### src/rtl/psum_acc_if.sv
// psum_acc_if: beat input and result output handshake bundle of the partial-sum accumulator
interface psum_acc_if #(
    parameter int C_DIN  = 13,
    parameter int C_DOUT = 16
);
    logic [C_DIN-1:0]  din;
    logic              din_vld;
    logic              first;
    logic              last;
    logic              din_rdy;
    logic [C_DOUT-1:0] dout;
    logic              dout_sat;
    logic              dout_vld;
    logic              dout_rdy;

    modport slave (
        input  din, din_vld, first, last, dout_rdy,
        output din_rdy, dout, dout_sat, dout_vld
    );

    modport master (
        output din, din_vld, first, last, dout_rdy,
        input  din_rdy, dout, dout_sat, dout_vld
    );
endinterface

### src/rtl/psum_acc.sv
// psum_acc: windowed signed accumulator with output saturation and a 2-entry result FIFO
module psum_acc #(
    parameter int C_DIN  = 13,
    parameter int C_ACC  = 24,
    parameter int C_DOUT = 16
) (
    input  logic        I_clk,
    input  logic        I_rst_n,
    psum_acc_if.slave   bus,
    output logic        O_err
);
    typedef enum logic {IDLE, ACC} state_t;

    localparam logic signed [C_ACC-1:0] SAT_MAX = {{(C_ACC-C_DOUT+1){1'b0}}, {(C_DOUT-1){1'b1}}};
    localparam logic signed [C_ACC-1:0] SAT_MIN = ~SAT_MAX;

    state_t                  state_q, state_d;
    logic signed [C_ACC-1:0] acc_q, acc_d, sx;
    logic                    err_q, err_d;
    logic [C_DOUT:0]         mem_q [2];
    logic                    rd_q, wr_q, rdy_q;
    logic [1:0]              cnt_q, cnt_d;
    logic                    accept, restart, push, pop, sat;
    logic [C_DOUT-1:0]       res;

    assign accept  = bus.din_vld & rdy_q;
    assign sx      = C_ACC'($signed(bus.din));
    assign restart = bus.first | (state_q == IDLE);
    assign push    = accept & bus.last;
    assign pop     = (cnt_q != 2'd0) & bus.dout_rdy;

    // Next accumulator/state/error and the saturated result of the current beat
    always_comb begin
        acc_d   = accept ? (restart ? sx : acc_q + sx) : acc_q;
        state_d = accept ? (bus.last ? IDLE : ACC) : state_q;
        err_d   = err_q | (accept & (bus.first == (state_q == ACC)));
        sat     = (acc_d > SAT_MAX) | (acc_d < SAT_MIN);
        res     = acc_d > SAT_MAX ? SAT_MAX[C_DOUT-1:0] :
                  acc_d < SAT_MIN ? SAT_MIN[C_DOUT-1:0] : acc_d[C_DOUT-1:0];
        cnt_d   = cnt_q + 2'(push) - 2'(pop);
    end

    // Window FSM: accumulator, framing state and sticky error
    always_ff @(posedge I_clk) begin
        if (!I_rst_n) begin
            state_q <= IDLE;
            acc_q   <= '0;
            err_q   <= 1'b0;
        end else begin
            state_q <= state_d;
            acc_q   <= acc_d;
            err_q   <= err_d;
        end
    end

    // Result FIFO; input ready is registered from the post-edge occupancy
    always_ff @(posedge I_clk) begin
        if (!I_rst_n) begin
            mem_q <= '{default: '0};
            rd_q  <= 1'b0;
            wr_q  <= 1'b0;
            cnt_q <= 2'd0;
            rdy_q <= 1'b0;
        end else begin
            if (push) mem_q[wr_q] <= {sat, res};
            wr_q  <= wr_q ^ push;
            rd_q  <= rd_q ^ pop;
            cnt_q <= cnt_d;
            rdy_q <= cnt_d != 2'd2;
        end
    end

    assign bus.din_rdy                = rdy_q;
    assign {bus.dout_sat, bus.dout}   = mem_q[rd_q];
    assign bus.dout_vld               = cnt_q != 2'd0;
    assign O_err                      = err_q;
endmodule

### src/flat_wrapper.sv
// flat-port wrapper written by rule: the top's interface ports become plain ports
module psum_acc_flat 
#(
    parameter int C_DIN  = 13,
    parameter int C_ACC  = 24,
    parameter int C_DOUT = 16
)
  (I_clk, I_rst_n, O_err, bus_din, bus_din_vld, bus_first, bus_last, bus_dout_rdy, bus_din_rdy, bus_dout, bus_dout_sat, bus_dout_vld);
  psum_acc_if #(.C_DIN(C_DIN), .C_DOUT(C_DOUT)) bus_i ();
  input  logic I_clk;
  input  logic I_rst_n;
  output logic O_err;
  input wire logic [$bits(bus_i.din)-1:0] bus_din;
  input wire logic [$bits(bus_i.din_vld)-1:0] bus_din_vld;
  input wire logic [$bits(bus_i.first)-1:0] bus_first;
  input wire logic [$bits(bus_i.last)-1:0] bus_last;
  input wire logic [$bits(bus_i.dout_rdy)-1:0] bus_dout_rdy;
  output wire logic [$bits(bus_i.din_rdy)-1:0] bus_din_rdy;
  output wire logic [$bits(bus_i.dout)-1:0] bus_dout;
  output wire logic [$bits(bus_i.dout_sat)-1:0] bus_dout_sat;
  output wire logic [$bits(bus_i.dout_vld)-1:0] bus_dout_vld;
  assign bus_i.din = bus_din;
  assign bus_i.din_vld = bus_din_vld;
  assign bus_i.first = bus_first;
  assign bus_i.last = bus_last;
  assign bus_i.dout_rdy = bus_dout_rdy;
  assign bus_din_rdy = bus_i.din_rdy;
  assign bus_dout = bus_i.dout;
  assign bus_dout_sat = bus_i.dout_sat;
  assign bus_dout_vld = bus_i.dout_vld;
  psum_acc #(.C_DIN(C_DIN), .C_ACC(C_ACC), .C_DOUT(C_DOUT)) u_core (.I_clk(I_clk), .I_rst_n(I_rst_n), .bus(bus_i), .O_err(O_err));
endmodule
### config.mk
export PLATFORM = sky130hd
export DESIGN_NAME = psum_acc_flat
export DESIGN_NICKNAME = d
export VERILOG_FILES = /design/src/rtl/psum_acc_if.sv /design/src/rtl/psum_acc.sv /design/src/flat_wrapper.sv
export SDC_FILE = /design/constraint.sdc
export NUM_CORES = 1
export LEC_CHECK = 0
export CAP_MARGIN = 20
export CORE_MARGIN = 3
export CORE_UTILIZATION = 37
export CTS_CLUSTER_SIZE = 30
export DETAILED_ROUTE_END_ITERATION = 12
export GPL_ROUTABILITY_DRIVEN = 0
export MAX_ROUTING_LAYER = met4
export SYNTH_ARGS = -nofsm -noshare
export SYNTH_HDL_FRONTEND = slang
export SYNTH_SLANG_ARGS = --single-unit
### constraint.sdc
create_clock -name I_clk -period 9.85 [get_ports I_clk]
set_input_delay 2.955 -clock I_clk [delete_from_list [all_inputs] [get_ports I_clk]]
set_output_delay 2.955 -clock I_clk [all_outputs]
set_load 0.02 [all_outputs]
==> flow_metrics.tcl <==
set metrics [dict create \
    fin_setup_tns_ns 0 \
    num_vias 3670 \
    grt_pass1_vias 3690 \
    port_buffers 38 \
    antenna_found_initial 0 \
    leakagePower_nw 2.05 \
    tritoncts "yes" \
    placedInstanceArea_um2 4650 \
    powerDensity_nw_per_um2 206 \
    sequentialPowerShare_pct 32.5 \
    grt_max_degree 41 \
    finalCritPeriodShare_pct 66.8 \
    synth_cell_type_count 59 \
    cts_setup_buffers 0 \
    setup_ws_ns 3.27 \
    fp.dieArea_um2 12700 \
    switching_share_pct 35.4 \
    diodes 0 \
    cp.arrival_ns 6.79 \
    post-route-cell-area_um2 4980 \
    crit_path_max_fanout 13 \
    cts_buffers 9 \
    grt-ovfl-total 0 \
    reg2reg_from "u_core.acc_q[0]$_SDFF_PN0_" \
    min-delay-start "u_core.O_err$_SDFF_PN0_" \
    grt_first_pass_wirelength_mm 17.8 \
    cp-start-kind "primary input" \
    cts.clk_slew.worst_paths_ns 0.06 \
    reg2regPathDepth 13 \
    fin_util_pct 45.3 \
    dpl_worst_slack_ns 2.76 \
    crit_path_top_delay_cell "clkdlybuf4s50_1" \
    synthArstFlopShare_pct 0 \
    nets 557 \
    combPwrFrac_pct 35.7 \
    critPathRequiredTime_ns 10.06 \
    hold_buffers 0 \
    cap_violations 0 \
    path_cells "clkdlybuf4s50_1 -> ha_1 -> a211oi_1 -> o31a_1 -> a211o_1 -> o211ai_1 -> o31ai_1 -> xnor2_1 -> a221o_1 -> nor4_2 -> nor2b_1 -> buf_4 -> a221o_1" \
    synth_flop_cell "dfxtp_1" \
    worst-path-buf-inv 2 \
    p_sw_uw 363 \
    wl_mm 10.5 \
    cp-end-kind "flop" \
    clock-sinks 65 \
    outcome "complete, no violations" \
    cts_root_buf "clkbuf_16" \
    hold_viol_final 0 \
    htree_levels 3 \
    drt-wirelength-per-cell_um 16.0 \
    fp.dieW_um 113 \
    gr-usage-met1_pct 23.4 \
    ys_ff_latch 65 \
    finalClockSkew_ns 0.0101 \
    fmax_mhz 152 \
    viasPerCell 5.61 \
    synthCells 479 \
    die_height_um 113 \
    grt_usage_pct 17.5 \
    p_int_uw 663 \
    ir_drop_uv 98.8 \
    synth_warnings 0 \
    synthesis.nets 527 \
    row_count 38 \
    setup_violations 0 \
    hold-path-endpoint "u_core.O_err$_SDFF_PN0_" \
    clk_path_buf_depth 2 \
    syn_to_final_growth_pct 18.6 \
    insertion_delay_ns 0.33 \
    ant_nets 0 \
    relSlewSlack_pct 42.2 \
    min_period_ns 6.58 \
    grt.busiest_layer "met2" \
    r2r_end "u_core.mem_q[29]$_SDFFE_PN0P_" \
    grt_util_met2_pct 26.3 \
    ios 39 \
    dr.pass1.iters 5 \
    ctsResizeCount 0 \
    drt_iter0_markers 184 \
    seq_area_frac_synth_pct 31.0 \
    synth-edff-count 0 \
    worstSetupPathType "in2reg" \
    drcViolationCount 0 \
    placeableCoreArea_um2 11000 \
    rsz0062_at_grt "false" \
    maxSlewViolCount 0 \
    ff2ff_setup_slack_ns 6.12 \
    syn_avg_cell_area_um2 8.77 \
    drive_gt1_share_pct 12.5 \
    min_delay_path_depth 2 \
    min_path_type "reg2reg" \
    pwr-share-clk_pct 31.8 \
    cpPeakStageDelay_ns 0.73 \
    synth_area_um2 4200 \
    total_power_mw 1.03 \
    hpwlAfterDp_mm 7.43 \
    grt.met3_usage_pct 3.56 \
    cpMostUsedCell "a221o_1" \
    worst_pin_slew_ns 0.866 \
    crit_family "compound AO/OA/AOI/OAI gates" \
    initial_utilization_pct 38.2 \
]
-- sequential cells by signal, summed over array words and instances (netlist names) --
register	cells
u_core.acc_q	24
u_core.rd_q	1
u_core.O_err	1
u_core.bus.din_rdy	1
u_core.cnt_q	2
u_core.wr_q	1
u_core.state_q	1
u_core.mem_q	34
-- routing by layer --
layer | part of all wire, % | wire length [µm] | vias up
li1 | - | - | 1857
met1 | 50 | 5260 | 1729
met2 | 46 | 4800 | 72
met3 | 2.6 | 276 | 12
met4 | 1.5 | 153 | 0
met5 | 0 | 0 | -
-- per-stage QoR --
| step | std cells | hold WS [ns] |
|---|---|---|
| floorplan | 479 | 0.450 |
| global placement | 635 | 0.453 |
| detailed placement | 635 | 0.463 |
| CTS | 651 | 0.481 |
| global route | 654 | 0.500 |
| finish | 654 | 0.477 |
-- cell usage in the layout, fill, tap and decap left out, types with 3 or more instances in the layout --
cell             Yosys  routed
mux2i_1             14      14
inv_6                0       3
o21ai_1              4       4
nor3_1              12      12
buf_4                0       5
o2111a_1             3       3
o21ai_0             34      34
clkbuf_16            0       9
nand2_1             41      41
a211oi_1             6       6
clkdlybuf4s50_1      0      38
a21oi_1             27      27
and4_1               3       3
and3_1               5       5
xor2_1               5       5
nand4_1              8       8
nor2_1              40      40
o21a_1               4       4
mux2_2              17      17
dfxtp_1             65      65
xnor2_1             12      12
nand3_1              9       9
and2_1              20      20
a221o_1             19      19
o211ai_1             3       3
a221o_2             12      12
ha_1                28      28
a21o_1               8       8
or3_1                6       6
o21bai_1             3       3
inv_1               12      12
-- cell usage after synthesis (4+ instances only) --
library cell / n / share of area, %
nor3_1: 12 / 1.4
o21ai_0: 34 / 4.1
ha_1: 28 / 8.3
a221o_2: 12 / 3.2
nand2_1: 41 / 3.7
a211oi_1: 6 / 1.1
and3_1: 5 / 0.74
clkbuf_1: 16 / 1.4
dfxtp_1: 65 / 31
nand3_1: 9 / 1.1
a21o_1: 8 / 1.4
or3_1: 6 / 0.89
mux2i_1: 14 / 3.3
inv_1: 12 / 1.1
a221o_1: 19 / 4.5
o21a_1: 4 / 0.71
o21ai_1: 4 / 0.48
nor2_1: 40 / 3.6
and2_1: 20 / 3.0
mux2_2: 17 / 4.6
xnor2_1: 12 / 2.5
a21oi_1: 27 / 3.2
xor2_1: 5 / 1.0
nand4_1: 8 / 1.2
-- how the worst max path moves through the flow --
stage	end	from	slack (ns)	cells after the start
after floorplan	u_core.mem_q[10]$_SDFFE_PN0P_	bus_din[0]	3.91	13
after global placement	u_core.mem_q[26]$_SDFFE_PN0P_	bus_din[12]	2.85	12
after detailed placement	u_core.mem_q[18]$_SDFFE_PN0P_	bus_din[12]	2.76	12
after CTS	u_core.mem_q[29]$_SDFFE_PN0P_	bus_din[12]	3.11	12
after global routing	u_core.mem_q[19]$_SDFFE_PN0P_	bus_din[12]	2.99	13
final	u_core.mem_q[29]$_SDFFE_PN0P_	bus_din[12]	3.27	13
-- worst register-to-register path, stage by stage, from the launching register on --
cell and delay (ns):
dfxtp_1 0.31, ha_1 0.21, fa_1 0.43, a21oi_1 0.15
nor2_1 0.07, a211oi_2 0.32, o21ai_1 0.23, o31ai_1 0.34
xnor2_1 0.14, a221o_1 0.36, nor4_2 0.40, nor2b_1 0.15
buf_4 0.22, a221o_1 0.28
-- area by class of cell --
class	instances	area (µm²)
inverters	13	48.8
flip-flops and latches	65	1300
clock buffers	9	225
fillers	1049	6000
multi-input cells	377	2730
repair buffers	43	418
well taps	140	175
clock inverters	7	77.6
-- power by group through the flow --
| stage | clock [mW] | sequential [mW] | combinational, mW |
|---|---|---|---|
| floorplan | 0 | 0.325 | 0.272 |
| global route | 0.344 | 0.338 | 0.407 |
| CTS | 0.334 | 0.333 | 0.365 |
| global placement | 0 | 0.337 | 0.357 |
| detailed placement | 0 | 0.338 | 0.362 |
| finish | 0.327 | 0.333 | 0.366 |
-- kinds of logic (layout without fill, tap and decap cells) --
| logic type | Yosys count | in the layout | synth area share, % |
|---|---|---|---|
| fa+ha+maj | 29 | 29 | 8.82 |
| simple gates | 157 | 157 | 18.9 |
| buf+inv | 37 | 72 | 3.93 |
| flops | 65 | 65 | 31.0 |
| xor+xnor | 17 | 17 | 3.54 |
| mux | 31 | 31 | 7.89 |
| compound gates | 143 | 143 | 25.9 |
Note: power is estimated with default switching activity, not from simulation.
